===== config.mk =====
export PLATFORM = sky130hd
export DESIGN_NAME = state_dump_scanner
export DESIGN_NICKNAME = d
export VERILOG_FILES = /design/src/rtl/state_dump_scanner.sv
export SDC_FILE = /design/constraint.sdc
export NUM_CORES = 2
export LEC_CHECK = 0
export BUFFER_PORTS_ARGS = -buffer_cell sky130_fd_sc_hd__buf_2
export CORE_MARGIN = 10
export CORE_UTILIZATION = 35
export CTS_BUF_LIST = sky130_fd_sc_hd__clkbuf_16
export CTS_CLUSTER_SIZE = 28
export DETAILED_ROUTE_END_ITERATION = 10
export PLACE_DENSITY_LB_ADDON = 0.08
export REMOVE_ABC_BUFFERS = 1
export SYNTH_ARGS = -nofsm -noshare
export SYNTH_HDL_FRONTEND = slang
export SYNTH_SLANG_ARGS = --single-unit

===== constraint.sdc =====
create_clock -name clk_i -period 161 [get_ports clk_i]
set_clock_uncertainty 0.05 [all_clocks]
set_input_delay 32.2 -clock clk_i [delete_from_list [all_inputs] [get_ports clk_i]]
set_output_delay 32.2 -clock clk_i [all_outputs]
set_load 0.03 [all_outputs]

===== src/rtl/state_dump_scanner.sv =====
// state_dump_scanner: streams a snapshot of a register file, then a data-memory
// window, as valid/ready beats when a selectable trigger fires.
// Ports:
//   clk_i, rst_i            clock, synchronous active-high reset
//   en_i                    enables cycle counter and trigger evaluation
//   mode_i                  0 off, 1 manual (trig_i), 2 periodic (period_i), 3 cycle match (match_i)
//   reg_addr_o/reg_data_i   register read port (combinational data)
//   mem_addr_o/mem_data_i   memory word read port (combinational data)
//   out_*                   beat stream: data, kind (0 reg / 1 mem), index, last
//   busy_o                  scan in progress
//   cycle_cnt_o             free-running cycle count
//   dropped_o               saturating count of triggers lost while busy
module state_dump_scanner #(
    parameter int unsigned DATA_W = 32,
    parameter int unsigned REG_N  = 32,
    parameter int unsigned MEM_N  = 32,
    parameter int unsigned IDX_W  = 8,
    parameter int unsigned CNT_W  = 32
) (
    input  logic              clk_i,
    input  logic              rst_i,
    input  logic              en_i,
    input  logic [1:0]        mode_i,
    input  logic              trig_i,
    input  logic [CNT_W-1:0]  period_i,
    input  logic [CNT_W-1:0]  match_i,
    output logic [IDX_W-1:0]  reg_addr_o,
    input  logic [DATA_W-1:0] reg_data_i,
    output logic [IDX_W-1:0]  mem_addr_o,
    input  logic [DATA_W-1:0] mem_data_i,
    output logic              out_valid_o,
    input  logic              out_ready_i,
    output logic [DATA_W-1:0] out_data_o,
    output logic              out_kind_o,
    output logic [IDX_W-1:0]  out_idx_o,
    output logic              out_last_o,
    output logic              busy_o,
    output logic [CNT_W-1:0]  cycle_cnt_o,
    output logic [15:0]       dropped_o
);

    // S_LAST: every word captured, waiting for the final beat to be accepted
    typedef enum logic [1:0] {
        S_IDLE = 2'd0,
        S_REG  = 2'd1,
        S_MEM  = 2'd2,
        S_LAST = 2'd3
    } state_t;

    localparam logic [IDX_W-1:0] REG_LAST = IDX_W'(REG_N - 1);
    localparam logic [IDX_W-1:0] MEM_LAST = IDX_W'(MEM_N - 1);
    localparam logic [15:0]      DROP_MAX = 16'hFFFF;

    state_t              r_state, w_state_nxt;
    logic [IDX_W-1:0]    r_idx, w_idx_nxt;
    logic                r_valid, w_valid_nxt;
    logic [DATA_W-1:0]   r_data, w_data_nxt;
    logic                r_kind, w_kind_nxt;
    logic [IDX_W-1:0]    r_oidx, w_oidx_nxt;
    logic                r_last, w_last_nxt;
    logic                r_busy, w_busy_nxt;
    logic [CNT_W-1:0]    r_cnt, w_cnt_nxt;
    logic [15:0]         r_drop, w_drop_nxt;

    logic                w_trig;
    logic                w_fire;
    logic                w_can;
    logic                w_cap_reg;
    logic                w_cap_mem;

    assign w_fire = r_valid && out_ready_i;
    // A new word may be captured when the output slot is empty or being emptied
    assign w_can  = !r_valid || out_ready_i;

    // Trigger decode; periodic fires on the last count of each period
    always_comb begin
        w_trig = 1'b0;
        if (en_i) begin
            case (mode_i)
                2'd1:    w_trig = trig_i;
                2'd2:    w_trig = (period_i != '0) &&
                                  ((r_cnt % period_i) == (period_i - CNT_W'(1)));
                2'd3:    w_trig = (r_cnt == match_i);
                default: w_trig = 1'b0;
            endcase
        end
    end

    // Next-state and next-output logic
    always_comb begin
        w_state_nxt = r_state;
        w_idx_nxt   = r_idx;
        w_data_nxt  = r_data;
        w_kind_nxt  = r_kind;
        w_oidx_nxt  = r_oidx;
        w_valid_nxt = r_valid && !out_ready_i;
        w_last_nxt  = r_last && !w_fire;
        w_cnt_nxt   = en_i ? (r_cnt + CNT_W'(1)) : r_cnt;
        w_drop_nxt  = r_drop;
        w_cap_reg   = 1'b0;
        w_cap_mem   = 1'b0;

        // Any trigger seen outside IDLE is lost, including the last-accept cycle
        if (w_trig && (r_state != S_IDLE) && (r_drop != DROP_MAX)) begin
            w_drop_nxt = r_drop + 16'd1;
        end

        case (r_state)
            S_IDLE:  w_cap_reg = w_trig;    // index is parked at 0, so capture at once
            S_REG:   w_cap_reg = w_can;
            S_MEM:   w_cap_mem = w_can;
            S_LAST:  if (w_fire) w_state_nxt = S_IDLE;
            default: w_state_nxt = S_IDLE;
        endcase

        if (w_cap_reg) begin
            w_data_nxt  = reg_data_i;
            w_kind_nxt  = 1'b0;
            w_oidx_nxt  = r_idx;
            w_valid_nxt = 1'b1;
            w_last_nxt  = 1'b0;
            if (r_idx == REG_LAST) begin
                w_state_nxt = S_MEM;
                w_idx_nxt   = '0;
            end else begin
                w_state_nxt = S_REG;
                w_idx_nxt   = r_idx + IDX_W'(1);
            end
        end

        if (w_cap_mem) begin
            w_data_nxt  = mem_data_i;
            w_kind_nxt  = 1'b1;
            w_oidx_nxt  = r_idx;
            w_valid_nxt = 1'b1;
            w_last_nxt  = (r_idx == MEM_LAST);
            if (r_idx == MEM_LAST) begin
                w_state_nxt = S_LAST;
                w_idx_nxt   = '0;
            end else begin
                w_idx_nxt   = r_idx + IDX_W'(1);
            end
        end

        w_busy_nxt = (w_state_nxt != S_IDLE);
    end

    // State and output registers
    always_ff @(posedge clk_i) begin
        if (rst_i) begin
            r_state <= S_IDLE;
            r_idx   <= '0;
            r_valid <= 1'b0;
            r_data  <= '0;
            r_kind  <= 1'b0;
            r_oidx  <= '0;
            r_last  <= 1'b0;
            r_busy  <= 1'b0;
            r_cnt   <= '0;
            r_drop  <= '0;
        end else begin
            r_state <= w_state_nxt;
            r_idx   <= w_idx_nxt;
            r_valid <= w_valid_nxt;
            r_data  <= w_data_nxt;
            r_kind  <= w_kind_nxt;
            r_oidx  <= w_oidx_nxt;
            r_last  <= w_last_nxt;
            r_busy  <= w_busy_nxt;
            r_cnt   <= w_cnt_nxt;
            r_drop  <= w_drop_nxt;
        end
    end

    assign reg_addr_o  = r_idx;
    assign mem_addr_o  = r_idx;
    assign out_valid_o = r_valid;
    assign out_data_o  = r_data;
    assign out_kind_o  = r_kind;
    assign out_idx_o   = r_oidx;
    assign out_last_o  = r_last;
    assign busy_o      = r_busy;
    assign cycle_cnt_o = r_cnt;
    assign dropped_o   = r_drop;

endmodule


==> results.cfg <==
[clock_tree]
post_cts_resized = 0
numCtsBuffers = 9
cts_htree_levels = 3
cts_hold_repair.buffers = 0
clk_pin_slew_worst_paths_ns = 0.07
cts_tree = done
clock_sinks = 102
cts.path.max_buffers = 2
clock_latency_ns = 0.44
cts_root_buf = clkbuf_16
post_cts_buffers = 0

[hold_path]
hold_class = reg2reg
whs_endpoint = out_data_o[27]
hp-start = out_data_o[27]
hold_depth = 2

[power_and_ir_drop]
ir_drop_mv = 0.00969
p_leak_nw = 20.7
p_per_area_nw_per_um2 = 2.42

[floorplanning]
fp.dieW_um = 359
dieArea_um2 = 129000
initial_core_util_pct = 35.2
rows = 124
core_um2 = 114000
io_pins = 243
die_h_um = 359

[cells_and_area]
final_area_um2 = 43600
regArea_um2 = 2040
n_fill_cell = 12600
multi_input_area_um2 = 36600
final_cell_mix = 713 x nand2_1, 626 x nor2_1, 535 x ha_1, 477 x a21oi_1, 331 x o21ai_0
drive_gt1_share_pct = 9.43
nets = 6764
syn_to_final_growth_pct = 8.57
layout_commonest_cell = nand2_1

[setup_path]
cp.arrival_ns = 122.18
crit_path_end_kind = flop
cpPeakStageDelay_ns = 1.05
ff2ff_setup_slack_ns = 71.71
reg2reg_depth = 272
critPathKind = in2reg
start_kind = primary input
r2r-end = out_idx_o[4]
worstPathRequired_ns = 161.21
cp_top_family = compound AO/OA/AOI/OAI gates
crit_fanout = 44
cpMostUsedCell = ha_1
r2r-start = cycle_cnt_o[31]
crit_slowest_cell = nand2_1
critPathBufInv = 16

[synthesis]
async_flop_share_pct = 0
synth_seq_cells = 102
yosysTopAreaCell = ha_1
synth_top_area_share_pct = 16.7
seq_area_frac_synth_pct = 5.08
synth-edff-count = 0
synth.distinct_cells = 113
synth_area_leaders = ha_1 17%, nand2_1 6.7%, xnor2_1 6.6%
ys.flop_type = dfxtp_1
syn_avg_cell_area_um2 = 6.76
synthCells = 5944
synth_area_um2 = 40200
ys_warn_count = 0

[global_routing]
antenna_found_initial = 9
grt_use_total_pct = 31.5
overflow = 0
grt_pass1_vias = 45400
grt_pass1_wl_um = 311000
grt_start_max_net_pins = 73

[timing]
setup_viol = 0
worst_slew_pin_slew_ns = 1.26
grt_setup_unrepaired = false
drv_slew = 0
min_period_over_period_pct = 75.8
finalHoldViolCount = 0
finalCriticalPeriod_ns = 121.97
fmax_mhz = 8.20
tns_ns = 0
slew_headroom_pct = 13.7

[routing]
drt_first_pass_iters = 6
totalWireLength_um = 218000
dr.first_iter.drc_count = 5648
vias = 49000
drc = 0
viasPerCell = 6.44
ant_nets = 0
wl_per_cell_um = 28.6

[run]
maxCapViolations = 0

[placement]
hpwlAfterDp_um = 176000
place_area_um2 = 43300
globalplace.congestion = 1.04
port-buffer-count = 242

[status]
status = complete, no violations
==> worst reg2reg max path, delay by kind of cell, from the launching register on <==
family | cells | cell delay, ns
simple gates | 91 | 27.33
fa+ha+maj | 32 | 10.50
buf+inv | 15 | 4.00
compound gates | 129 | 45.21
mux | 5 | 1.72
flops | 1 | 0.43
==> layer usage <==
metal	up-vias	global-route usage, %	part of all wire [%]	wire [um]
met1	23300	42.7	43	94500
li1	22600	-	-	-
met4	16	13.3	4.9	10800
met5	-	0.641	0.093	203
met2	2573	47.9	42	91200
met3	466	6.03	9.6	21000
==> cell usage after synthesis, drive strengths merged, types with 49 or more instances <==
master and count:
nor4 107, nand2 713, and2 62, xor2 211, inv 185, o21bai 49
and3 52, o211ai 101, nand4 100, ha 535, or2 60, nand3 179
buf 73, dfxtp 102, a21oi 481, or3 80, xnor2 304, o21ai 353
nor2 629, clkbuf 154, a31oi 83, nor3 185, a211oi 84, a21o 171
o21a 141
==> power by group <==
| group | leakage, nW | switching (W) | internal [W] | total, W |
|---|---|---|---|---|
| clock | 0.143 | 0.0000141 | 0.0000109 | 0.0000251 |
| sequential | 0.828 | 0.000000578 | 0.0000262 | 0.0000267 |
| combinational | 19.7 | 0.0000363 | 0.0000172 | 0.0000536 |
| total | 20.7 | 0.0000510 | 0.0000543 | 0.000105 |
==> worst max path at each step <==
stage	cells after the start	end	start	slack (ns)
3_5_place_dp	277	out_idx_o[6]	period_i[23]	42.07
3_3_place_gp	270	mem_addr_o[1]	period_i[23]	41.71
5_1_grt	274	out_idx_o[4]	period_i[23]	34.67
6_report	273	out_idx_o[4]	period_i[23]	39.03
4_1_cts	276	out_idx_o[4]	period_i[23]	42.00
2_1_floorplan	259	mem_addr_o[0]	period_i[0]	54.68
==> registers in the layout, summed over array words and instances, names as in the netlist <==
signal,flops
out_data_o,32
dropped_o,16
r_state,2
out_kind_o,1
busy_o,1
out_valid_o,1
mem_addr_o,8
out_idx_o,8
out_last_o,1
cycle_cnt_o,32
==> kinds of logic (layout without fill, tap and decap cells) <==
family,after synthesis,count (layout),synth area share [%]
and+or+nand+nor,2369,2369,28.4
other,0,3,0
buffers and inverters,412,566,4.11
DFF,102,102,5.08
xor gates and xnor gates,515,515,11.2
muxes,71,71,1.86
adders and majority gates,536,536,16.7
AOI/OAI and AO/OA,1939,1939,32.7
==> through the flow <==
step	total power (W)	worst slack [ns]	util, %	std cells	hold slack [ns]
floorplan	0.0000591	54.68	-	5717	0.459
finish	0.000105	39.03	38.2	7613	0.442
detailed placement	0.0000792	42.07	38.0	7594	0.428
CTS	0.000105	42.00	38.2	7610	0.443
global route	0.000110	34.67	38.2	7611	0.463
global placement	0.0000795	41.71	37.9	7593	0.423
==> cell type report <==
cell class,count,share of cell area [%]
multi-input cells,5430,83.8
clock buffers,9,0.516
inverters,185,1.59
repair buffers,365,4.90
flip-flops and latches,102,4.68
clock inverters,7,0.152
well taps,1512,4.33
diodes,3,0.0172
(Power assumes the default switching activity.)
